$ cat config.mk
export PLATFORM = sky130hd
export DESIGN_NAME = serial_adder_flat
export DESIGN_NICKNAME = d
export VERILOG_FILES = /design/src/rtl/serial_adder_if.sv /design/src/rtl/serial_adder.sv /design/src/flat_wrapper.sv
export SDC_FILE = /design/constraint.sdc
export NUM_CORES = 1
export LEC_CHECK = 0
export ABC_AREA = 1
export CAP_MARGIN = 20
export CORE_MARGIN = 5
export CORE_UTILIZATION = 51
export CTS_CLUSTER_SIZE = 25
export DETAILED_ROUTE_END_ITERATION = 8
export GPL_TIMING_DRIVEN = 0
export PLACE_DENSITY = 0.8
export RECOVER_POWER = 100
export SYNTH_ARGS = -nofsm -noshare
export SYNTH_HDL_FRONTEND = slang
export SYNTH_SLANG_ARGS = --single-unit
$ cat constraint.sdc
create_clock -name clk -period 1.5 [get_ports clk]
set_input_delay 0.45 -clock clk [delete_from_list [all_inputs] [get_ports clk]]
set_output_delay 0.45 -clock clk [all_outputs]
set_load 0.01 [all_outputs]
$ cat src/rtl/serial_adder_if.sv
// Handshake and data bundle for the bit-serial adder: operands and mode in,
// status and registered result out.
interface serial_adder_if #(
    parameter int WIDTH = 8
);
    logic             start;
    logic [WIDTH-1:0] a;
    logic [WIDTH-1:0] b;
    logic             sub;
    logic             cin;
    logic             busy;
    logic             done;
    logic [WIDTH-1:0] sum;
    logic             cout;
    logic             overflow;

    modport master (
        output start, a, b, sub, cin,
        input  busy, done, sum, cout, overflow
    );

    modport slave (
        input  start, a, b, sub, cin,
        output busy, done, sum, cout, overflow
    );
endinterface

$ cat src/rtl/serial_adder.sv
// Bit-serial adder/subtractor: one full-adder cell and a carry flip-flop,
// one bit per clock LSB first, result published only on completion.
module serial_adder #(
    parameter int WIDTH = 8
) (
    input  logic          clk,
    input  logic          rst,
    serial_adder_if.slave bus
);
    localparam int CNT_W = $clog2(WIDTH);
    localparam logic [CNT_W-1:0] LAST_BIT = CNT_W'(WIDTH - 1);

    typedef enum logic {
        IDLE,
        RUN
    } state_t;

    state_t           state;
    logic [WIDTH-1:0] a_reg;
    logic [WIDTH-1:0] b_reg;
    logic [WIDTH-1:0] res_reg;
    logic             carry;
    logic [CNT_W-1:0] bit_cnt;
    logic [WIDTH-1:0] sum_reg;
    logic             cout_reg;
    logic             overflow_reg;
    logic             done_reg;

    logic s_bit;
    logic c_next;

    // The single full-adder cell; subtraction already folded into b_reg and carry.
    assign s_bit  = a_reg[0] ^ b_reg[0] ^ carry;
    assign c_next = (a_reg[0] & b_reg[0]) | (a_reg[0] & carry) | (b_reg[0] & carry);

    // NOTE: every register here is sequential state, so it is written with <=
    // only; blocking assignments would let later statements see updated values.
    always_ff @(posedge clk or posedge rst) begin
        // NOTE: all state, including the operand and working registers, is
        // cleared on reset so an aborted operation leaves nothing behind.
        if (rst) begin
            state        <= IDLE;
            a_reg        <= '0;
            b_reg        <= '0;
            res_reg      <= '0;
            carry        <= 1'b0;
            bit_cnt      <= '0;
            sum_reg      <= '0;
            cout_reg     <= 1'b0;
            overflow_reg <= 1'b0;
            done_reg     <= 1'b0;
        end else begin
            done_reg <= 1'b0;
            case (state)
                IDLE: begin
                    if (bus.start) begin
                        a_reg   <= bus.a;
                        b_reg   <= bus.b ^ {WIDTH{bus.sub}};
                        carry   <= bus.cin ^ bus.sub;
                        res_reg <= '0;
                        bit_cnt <= '0;
                        state   <= RUN;
                    end
                end
                RUN: begin
                    a_reg   <= a_reg >> 1;
                    b_reg   <= b_reg >> 1;
                    carry   <= c_next;
                    res_reg <= {s_bit, res_reg[WIDTH-1:1]};
                    if (bit_cnt == LAST_BIT) begin
                        // carry holds the carry into the MSB, c_next the carry out of it.
                        sum_reg      <= {s_bit, res_reg[WIDTH-1:1]};
                        cout_reg     <= c_next;
                        overflow_reg <= carry ^ c_next;
                        done_reg     <= 1'b1;
                        state        <= IDLE;
                    end else begin
                        bit_cnt <= bit_cnt + CNT_W'(1);
                    end
                end
                default: state <= IDLE;
            endcase
        end
    end

    assign bus.busy     = (state == RUN);
    assign bus.done     = done_reg;
    assign bus.sum      = sum_reg;
    assign bus.cout     = cout_reg;
    assign bus.overflow = overflow_reg;
endmodule

$ cat src/flat_wrapper.sv
// flat-port wrapper written by rule: the top's interface ports become plain ports
module serial_adder_flat 
#(
    parameter int WIDTH = 8
)
  (clk, rst, bus_start, bus_a, bus_b, bus_sub, bus_cin, bus_busy, bus_done, bus_sum, bus_cout, bus_overflow);
  serial_adder_if #(.WIDTH(WIDTH)) bus_i ();
  input  logic clk;
  input  logic rst;
  input wire logic [$bits(bus_i.start)-1:0] bus_start;
  input wire logic [$bits(bus_i.a)-1:0] bus_a;
  input wire logic [$bits(bus_i.b)-1:0] bus_b;
  input wire logic [$bits(bus_i.sub)-1:0] bus_sub;
  input wire logic [$bits(bus_i.cin)-1:0] bus_cin;
  output wire logic [$bits(bus_i.busy)-1:0] bus_busy;
  output wire logic [$bits(bus_i.done)-1:0] bus_done;
  output wire logic [$bits(bus_i.sum)-1:0] bus_sum;
  output wire logic [$bits(bus_i.cout)-1:0] bus_cout;
  output wire logic [$bits(bus_i.overflow)-1:0] bus_overflow;
  assign bus_i.start = bus_start;
  assign bus_i.a = bus_a;
  assign bus_i.b = bus_b;
  assign bus_i.sub = bus_sub;
  assign bus_i.cin = bus_cin;
  assign bus_busy = bus_i.busy;
  assign bus_done = bus_i.done;
  assign bus_sum = bus_i.sum;
  assign bus_cout = bus_i.cout;
  assign bus_overflow = bus_i.overflow;
  serial_adder #(.WIDTH(WIDTH)) u_core (.clk(clk), .rst(rst), .bus(bus_i));
endmodule
==> out/qor.csv, run 1 <==
metric,value,unit
status,completed,
fin_crit_sh,96.1,%
wire_per_inst,10.8,microns
vias,1410,
slew_headroom,47.0,%
fmax,0.694,GHz
die_y,68.9,microns
seqPwrFrac,44.4,%
antenna_found_initial,0,
clk_latency,350,ps
postRouteAntennaNets,0,
power_leakage,1.22,nW
fp-row-count,21,
drt_iter0_markers,63,
ys_seq_area_share,55.2,%
path_depth,1,
clk_path_buf_depth,2,
avgSynthCellArea,8.33,sq um
syn_to_final_growth,25.8,%
synth.area.mux_share,0,%
slowest_delay,410,ps
num_io_pins,33,
synthAdderAreaFrac,2.55,%
synth-xor-area-share,0,%
path_max_fanout,2,
peakVddDrop,0.000696,V
synth-compound-area-share,7.29,%
critPathTopFamily,flip-flops,
async_reset_ff_share,100,%
setup_viol,0,
synth-simple-area-share,24.5,%
cts_tree,yes,
place.gp.congestion,0.750,
die_x,68.9,microns
synth_top_family_by_area,simple AND/OR/NAND/NOR gates,
cp.required,1050,ps
cts_root_buf,clkbuf_4,
holdPathStages,4,
start_util,52.9,%
synth_edf_count,0,
synth_cell_types,16,
yosysWarnings,0,
hold_slack,483,ps
drc,0,
cts_buffers,5,
arrival,990,ps
grt_max_degree,40,
grt_setup_unrepaired,false,
power_switching,1.43,mW
crit_slowest_cell,dfrtp_1,
firstDrtPassIters,4,
numPortBuffers,31,
postRouteWirelength,3.29,mm
core_area,3340,sq um
drv_slew,0,
nets,280,
diodes,0,
cts_max_level,2,
clk_pin_slew,110,ps
cp-start-kind,flop,
r2r_cells,7,
internal_power,2.37,mW
clock_skew,2.69,ps
crit_chain,clkdlybuf4s15_1,
dieArea,4740,sq um
max_cap_viol_count,0,
grt_first_pass_wirelength,5.42,mm
drive_above_1_share,10.9,%
syn-cell-area,1770,sq um
cts_sinks,39,
p_comb_share,41.9,%
hold_viol,0,
critical_path_class,flop to primary output,
worst_slew_pin_slew,793,ps
final_cell_mix,"85 x nand2_1, 39 x dfrtp_1, 29 x inv_1",
period_minus_slack,1440,ps
syn_nets,236,
worstHoldPathType,input port to flop,
final_util,66.6,%
ys_ff_latch,39,
final_common_cell,nand2_1,
via_per_inst,4.65,
hpwl,2.36,mm
grt_use_total,15.8,%
clock_power_share,13.7,%
p_per_area,1710,nW/um^2
cp-end-kind,primary output,
synth_top_flop_cell,dfrtp_1,
grt_pass1_vias,1273,
syn_inst,212,
cp_num_buf_inv,1,
netSwitchingFraction,37.7,%
grt_overflow,0,
metal layers:
metal	global-route usage [%]	vias to the layer above	wire, microns
met3	3.89	7	181
met2	28.1	34	1600
met5	0	-	0
met4	8.03	0	68
met1	17.4	626	1440
li1	-	743	-
per-stage QoR:
step                      setup TNS, ps  cell area [sq um]  worst slack, ps  power [mW]  instances
after floorplan                       0               1770              161        2.72        212
after global placement           -26470               2130             -632        3.23        289
after detailed placement          -2330               2130             -191        3.32        289
after CTS                             0               2190             4.42        3.78        299
after global routing                  0               2220             7.31        4.12        303
final                                 0               2220             59.2        3.80        303
power by group through the flow:
| stage | clock, mW | sequential (mW) | combinational (mW) |
|---|---|---|---|
| finish | 0.522 | 1.69 | 1.59 |
| global route | 0.576 | 1.73 | 1.82 |
| CTS | 0.539 | 1.68 | 1.56 |
| detailed placement | 0 | 1.71 | 1.60 |
| global placement | 0 | 1.68 | 1.54 |
| floorplan | 0 | 1.74 | 0.981 |
kinds of logic (layout without fill, tap and decap cells):
kind of cell               count (synthesis)  count (layout)
AOI/OAI and AO/OA                         24              24
adders and majority gates                  3               3
buffers and inverters                     41              86
DFF                                       39              39
and+or+nand+nor                          105             105
worst register-to-register path, cell delays in order (launching register included):
cell and delay (ps):
dfrtp_1 430, ha_1 210, ha_1 190, nand2_1 100, buf_2 210, inv_2 60, nand3_1 60, nand2_1 50
synthesized netlist by cell type, types with 2 or more instances:
cell / instances / share of area (%)
buf_2: 4 / 1.1
o21ai_1: 9 / 2.5
inv_2: 3 / 0.64
nor2_4: 2 / 1.3
dfrtp_1: 39 / 55
o22ai_1: 7 / 2.5
ha_1: 2 / 1.4
nand3_1: 17 / 4.8
buf_6: 3 / 1.9
inv_1: 30 / 6.4
a21oi_1: 8 / 2.3
nand2_1: 84 / 18
final cells by class:
cell class,instances,area (sq um)
plain buffers,7,47.5
clock buffers,5,37.5
clock inverters,3,15.0
fillers,297,1110
inverters,34,130
multi-input cells,132,604
flip-flops and latches,39,976
well taps,46,57.6
repair buffers,37,354
worst paths after layout:
path                                   start             endpoint  slack [ps]
hold reg to reg              u_core.a_reg[7]      u_core.a_reg[7]         490
setup / recovery             u_core.bus.busy             bus_busy          60
min in group asynchronous                rst      u_core.a_reg[3]         690
setup reg to reg           u_core.bit_cnt[0]  u_core.bus.overflow         100
hold / removal                       bus_sub      u_core.b_reg[3]         480
max in group asynchronous                rst    u_core.bus.sum[7]         300
repair_timing:
| action | 4_1_cts | 5_1_grt |
|---|---|---|
| resized for setup | 15 | 8 |
| endpoints found under the setup margin | 12 | 8 |
| setup buffers | 2 | 4 |
| hold buffers | 0 | 0 |
| pin swaps | 0 | 0 |
(Power assumes the default switching activity.)
==> run 2, diff against run 1 <==
--- a/config.mk
+++ b/config.mk
@@ -8,11 +8,11 @@
 export ABC_AREA = 1
 export CAP_MARGIN = 20
 export CORE_MARGIN = 5
-export CORE_UTILIZATION = 51
+export CORE_UTILIZATION = 55
 export CTS_CLUSTER_SIZE = 25
 export DETAILED_ROUTE_END_ITERATION = 8
 export GPL_TIMING_DRIVEN = 0
-export PLACE_DENSITY = 0.8
+export PLACE_DENSITY = 0.86
 export RECOVER_POWER = 100
 export SYNTH_ARGS = -nofsm -noshare
 export SYNTH_HDL_FRONTEND = slang
==> constraint.sdc (replaced) <==
create_clock -name clk -period 1.76 [get_ports clk]
set_input_delay 0.528 -clock clk [delete_from_list [all_inputs] [get_ports clk]]
set_output_delay 0.528 -clock clk [all_outputs]
set_load 0.01 [all_outputs]
==> run 2 against run 1 <==
  * Critical path depth did not move
  * Global-route usage is 1.5 points higher
  * Cell count shrank 2.3%
  * First-iteration DRC count increased by 63%
  * Power is 13% lower
  * Die area decreased by 6.2%
  * Via count grew 1.1%
  * Routed wire length increased by 1.2%
  * Sequential cell count stayed put
  * Critical path type unchanged
==> out/qor.csv, run 2 (synthesis results as in run 1) <==
metric,value,unit,change
grt_first_pass_wirelength,5.64,mm,was 5.42 mm
num_io_pins,33,,unchanged
grt_overflow,0,,unchanged
postRouteAntennaNets,0,,unchanged
final_util,72.4,%,was 66.6%
cp-end-kind,primary output,,unchanged
setup_viol,0,,unchanged
vias,1426,,was 1410
via_per_inst,4.82,,was 4.65
final_cells,296,,was 303
place.gp.congestion,0.744,,was 0.750
max_cap_viol_count,0,,unchanged
core_area,3080,sq um,was 3340 sq um
p_per_area,1490,nW/um^2,was 1710 nW/um^2
internal_power,2.12,mW,was 2.37 mW
post-cts-setup-buffers,0,,was 2
postRouteWirelength,3.33,mm,was 3.29 mm
status,completed,,unchanged
slew_headroom,47.5,%,was 47.0%
final-seq-area,976,sq um,unchanged
fillers,243,,was 297
cp.required,1230,ps,was 1050 ps
clock_power_share,18.5,%,was 13.7%
critical_path_class,flop to primary output,,unchanged
drt_iter0_markers,103,,was 63
nets,275,,was 280
diodes,0,,unchanged
numPortBuffers,31,,unchanged
clk_pin_slew,110,ps,about the same
fin_crit_sh,89.2,%,
power_switching,1.20,mW,was 1.43 mW
slowest_delay,410,ps,about the same
place_inst,288,,was 289
clk_path_buf_depth,2,,unchanged
syn_to_final_growth,26.2,%,was 25.8%
wire_per_inst,11.2,microns,was 10.8 microns
grt_max_degree,22,,was 40
drive_above_1_share,7.94,%,was 10.9%
worstHoldPathType,flop to flop,,was input port to flop
fp-row-count,20,,was 21
fmax,0.637,GHz,
multiInputGateArea,604,sq um,unchanged
dieArea,4450,sq um,was 4740 sq um
antenna_found_initial,0,,unchanged
path_max_fanout,2,,unchanged
cts_sinks,39,,unchanged
hold_viol,0,,unchanged
firstDrtPassIters,4,,unchanged
grt_pass1_vias,1297,,was 1273
critPathTopFamily,flip-flops,,unchanged
cp_num_buf_inv,1,,unchanged
period_minus_slack,1570,ps,
cts_buffers,5,,unchanged
place_ws,2.53,ps,was -191 ps
die_x,66.7,microns,was 68.9 microns
die_y,66.7,microns,was 68.9 microns
worst_slew_pin_slew,786,ps,was 793 ps
crit_chain,dlygate4sd2_1,,was clkdlybuf4s15_1
clk_latency,340,ps,was 350 ps
worst_slack,191,ps,was 59.2 ps
clock_skew,4.58,ps,was 2.69 ps
power_leakage,1.24,nW,was 1.22 nW
cp-start-kind,flop,,unchanged
cts_root_buf,clkbuf_4,,unchanged
drv_slew,0,,unchanged
cts_max_level,2,,unchanged
final_cell_mix,"85 x nand2_1, 39 x dfrtp_1, 32 x inv_1",,"was 85 x nand2_1, 39 x dfrtp_1, 29 x inv_1"
drc,0,,unchanged
cts_tree,yes,,unchanged
peakVddDrop,0.000771,V,was 0.000696 V
fin_setup_tns,0,ps,unchanged
crit_slowest_cell,dfrtp_1,,unchanged
grt_use_total,17.3,%,was 15.8%
final_common_cell,nand2_1,,unchanged
hold_slack,487,ps,was 483 ps
arrival,1040,ps,was 990 ps
grt_setup_unrepaired,false,,unchanged
p_comb_share,38.2,%,was 41.9%
hpwl,2.53,mm,was 2.36 mm
seqPwrFrac,43.2,%,was 44.4%
netSwitchingFraction,36.0,%,was 37.7%
start_util,57.4,%,was 52.9%
-- run 2: changes by cell type in the layout (fill, tap and decap cells not counted), sizes merged --
| cell | previous run | this run |
|---|---|---|
| buf | 10 | 8 |
| bufinv | 0 | 1 |
| clkbuf | 8 | 6 |
| clkdlybuf4s15 | 11 | 0 |
| clkdlybuf4s25 | 0 | 1 |
| clkdlybuf4s50 | 18 | 17 |
| clkinv | 3 | 1 |
| dlygate4sd2 | 1 | 11 |
| dlygate4sd3 | 1 | 2 |
-- run 2: worst paths after layout --
| path | start | end | slack (ps) | cells after the start |
|---|---|---|---|---|
| max | u_core.bus.busy | bus_busy | 190 | 1 |
| min | u_core.b_reg[3] | u_core.b_reg[3] | 490 | 2 |
| max reg2reg | u_core.bit_cnt[0] | u_core.bus.overflow | 340 | 7 |
| min reg2reg | u_core.b_reg[3] | u_core.b_reg[3] | 490 | 2 |
| max in group asynchronous | rst | u_core.a_reg[2] | 450 | 3 |
| min in group asynchronous | rst | u_core.bit_cnt[0] | 750 | 2 |
-- run 2: power groups by stage --
| stage | logic (mW) | registers, mW | clock network (mW) |
|---|---|---|---|
| 4_1_cts | 1.31 | 1.44 | 0.627 |
| 5_1_grt | 1.44 | 1.48 | 0.678 |
| 2_1_floorplan | 0.836 | 1.48 | 0 |
| 3_5_place_dp | 1.38 | 1.46 | 0 |
| 6_report | 1.27 | 1.44 | 0.615 |
| 3_3_place_gp | 1.30 | 1.43 | 0 |
-- run 2: cell type report --
type	count	area share, %
Sequential cell	39	43.8
Multi-Input combinational cell	132	27.1
Timing Repair Buffer	32	14.5
Inverter	34	5.84
Tap cell	44	2.47
Buffer	7	2.41
Clock buffer	6	2.30
Clock inverter	2	1.57
-- run 2: per-stage QoR --
| stage | total power [mW] | cell area, sq um |
|---|---|---|
| global route | 3.60 | 2230 |
| finish | 3.32 | 2230 |
| global placement | 2.73 | 2130 |
| CTS | 3.38 | 2230 |
| floorplan | 2.32 | 1770 |
| detailed placement | 2.83 | 2160 |
-- run 2: timing repair --
action / in CTS / in global routing
gates resized for setup: 11 / 1
hold buffers: 0 / 0
pin swaps: 0 / 0
setup endpoints to repair: 11 / 1
endpoints found under the hold margin: 0 / 0
-- run 2: layer usage --
layer / part of all wire [%] / up-vias / global-route usage, %
li1: - / 735 / -
met1: 41 / 643 / 20.4
met2: 51 / 40 / 28.8
met3: 5.4 / 8 / 3.71
met4: 2.5 / 0 / 9.90
met5: 0 / - / 0
==> run 3, diff against run 2 <==
--- a/config.mk
+++ b/config.mk
@@ -14,6 +14,7 @@
 export GPL_TIMING_DRIVEN = 0
 export PLACE_DENSITY = 0.86
 export RECOVER_POWER = 100
+export SLEW_MARGIN = 20
 export SYNTH_ARGS = -nofsm -noshare
 export SYNTH_HDL_FRONTEND = slang
 export SYNTH_SLANG_ARGS = --single-unit
==> constraint.sdc (replaced) <==
create_clock -name clk -period 1.9 [get_ports clk]
set_input_delay 0.57 -clock clk [delete_from_list [all_inputs] [get_ports clk]]
set_output_delay 0.57 -clock clk [all_outputs]
set_load 0.01 [all_outputs]
==> run 3 against run 2 <==
  * Power shrank 3.2%
  * Routed wire length shrank 3.6%
  * Global-route usage fell by 0.78 points
  * Critical endpoint unchanged
  * Largest power group unchanged
  * Highest routed layer unchanged
==> out/qor.csv, run 3 (synthesis results as in run 1) <==
metric,value,unit,change
drt_iter0_markers,113,,was 103
die_x,66.7,microns,unchanged
cts_sinks,39,,unchanged
cts_buffers,5,,unchanged
dieArea,4450,sq um,unchanged
max_cap_viol_count,0,,unchanged
grt_setup_unrepaired,false,,unchanged
power_leakage,1.19,nW,was 1.24 nW
grt_first_pass_wirelength,5.40,mm,was 5.64 mm
place.gp.congestion,0.744,,unchanged
crit_chain,clkdlybuf4s50_1,,was dlygate4sd2_1
cts_tree,yes,,unchanged
numPortBuffers,31,,unchanged
path_max_fanout,2,,unchanged
fillers,232,,was 243
period_minus_slack,1830,ps,
drv_slew,0,,unchanged
hold_viol,0,,unchanged
fin_crit_sh,96.5,%,
place_inst,287,,was 288
status,completed,,unchanged
final_common_cell,nand2_1,,unchanged
grt_use_total,16.5,%,was 17.3%
min_from,u_core.b_reg[3],,unchanged
syn_to_final_growth,25.8,%,was 26.2%
worstHoldPathType,flop to flop,,unchanged
drc,0,,unchanged
p_per_area,1450,nW/um^2,was 1490 nW/um^2
clock_power_share,20.8,%,was 18.5%
slew_headroom,50.6,%,was 47.5%
die_y,66.7,microns,unchanged
post-cts-setup-buffers,0,,unchanged
setup_viol,0,,unchanged
cp-start-kind,flop,,unchanged
critPathTopFamily,buffers and inverters,,was flip-flops
fmax,0.546,GHz,
clock_skew,6.02,ps,was 4.58 ps
cts_max_level,2,,unchanged
cts_hold_buffers,0,,unchanged
start_util,57.4,%,unchanged
core_area,3080,sq um,unchanged
clk_pin_slew,110,ps,about the same
clk_path_buf_depth,2,,unchanged
diodes,0,,unchanged
cts_resized,0,,was 11
cts_root_buf,clkbuf_4,,unchanged
power_switching,1.09,mW,was 1.20 mW
cp_num_buf_inv,1,,unchanged
grt_overflow,0,,unchanged
final_cell_mix,"85 x nand2_1, 39 x dfrtp_1, 30 x inv_1",,"was 85 x nand2_1, 39 x dfrtp_1, 32 x inv_1"
hpwl,2.43,mm,was 2.53 mm
netSwitchingFraction,33.8,%,was 36.0%
via_per_inst,4.79,,was 4.82
postRouteWirelength,3.21,mm,was 3.33 mm
num_io_pins,33,,unchanged
critical_path_class,flop to primary output,,unchanged
drive_above_1_share,6.77,%,was 7.94%
antenna_found_initial,0,,unchanged
worstReg2RegStart,u_core.bit_cnt[0],,unchanged
seqPwrFrac,41.5,%,was 43.2%
place_ws,96.4,ps,was 2.53 ps
postRouteAntennaNets,0,,unchanged
peakVddDrop,0.000745,V,was 0.000771 V
worst_slew_pin_slew,739,ps,was 786 ps
final_util,72.2,%,was 72.4%
p_comb_share,37.8,%,was 38.2%
fp-row-count,20,,unchanged
slowest_delay,540,ps,was 410 ps
arrival,1260,ps,was 1040 ps
final_cells,295,,was 296
grt_pass1_vias,1290,,was 1297
fin_area,2220,sq um,was 2230 sq um
firstDrtPassIters,5,,was 4
grt_max_degree,40,,was 22
cp-end-kind,primary output,,unchanged
nets,274,,was 275
wire_per_inst,10.9,microns,was 11.2 microns
internal_power,2.13,mW,was 2.12 mW
clk_latency,340,ps,about the same
hold_slack,488,ps,was 487 ps
vias,1414,,was 1426
fin_setup_tns,0,ps,unchanged
dpl_cell_area,2130,sq um,was 2160 sq um
total_power,3.22,mW,was 3.32 mW
worst_slack,67.2,ps,was 191 ps
cp-startpoint,u_core.bus.busy,,unchanged
cp.required,1330,ps,was 1230 ps
crit_slowest_cell,clkdlybuf4s50_1,,was dfrtp_1
[run 3: cell types whose count changed in the layout (fill, tap and decap cells not counted), moves of 2 or more]
cell / previous run / this run
clkdlybuf4s50_1: 17 / 29
dlygate4sd2_1: 11 / 0
inv_1: 32 / 30
clkbuf_1: 0 / 2
[run 3: power by group through the flow]
stage / Clock (mW) / Sequential (mW) / Combinational, mW
floorplan: 0 / 1.37 / 0.775
global placement: 0 / 1.32 / 1.21
detailed placement: 0 / 1.35 / 1.26
CTS: 0.684 / 1.33 / 1.27
global route: 0.735 / 1.37 / 1.38
finish: 0.669 / 1.33 / 1.21
[run 3: routing by layer]
layer  vias up  GRT usage, %  wire length (microns)
li1        731             -                      -
met1       648          18.3                   1350
met2        27          28.6                   1640
met3         8          3.71                    129
met4         0          9.90                     86
met5         -             0                      0
[run 3: tightest hold or removal path, stage by stage, from the launching register on]
cell and delay (ps):
dfrtp_1 360, a21oi_1 70, nand2_1 40
[run 3: layout make-up]
cell class / count / area [sq um] / share of cell area, %
buffer: 7 / 52.6 / 2.36
tap: 44 / 55.1 / 2.48
sequential: 39 / 976 / 43.9
inverter: 34 / 130 / 5.86
timing repair buffer: 31 / 310 / 14.0
clock inverter: 2 / 60.1 / 2.70
multi-input combinational: 132 / 597 / 26.9
clock buffer: 6 / 41.3 / 1.86
[run 3: path summary, 6_finish.rpt]
check                                      endpoint  slack, ps  depth (start not counted)
max in group asynchronous           u_core.b_reg[5]        630                          2
worst min register to register      u_core.b_reg[3]        490                          2
worst max-delay path                       bus_busy         70                          1
min in group asynchronous           u_core.bus.busy        800                          2
worst max register to register  u_core.bus.overflow        240                          7
worst min-delay path                u_core.b_reg[3]        490                          2
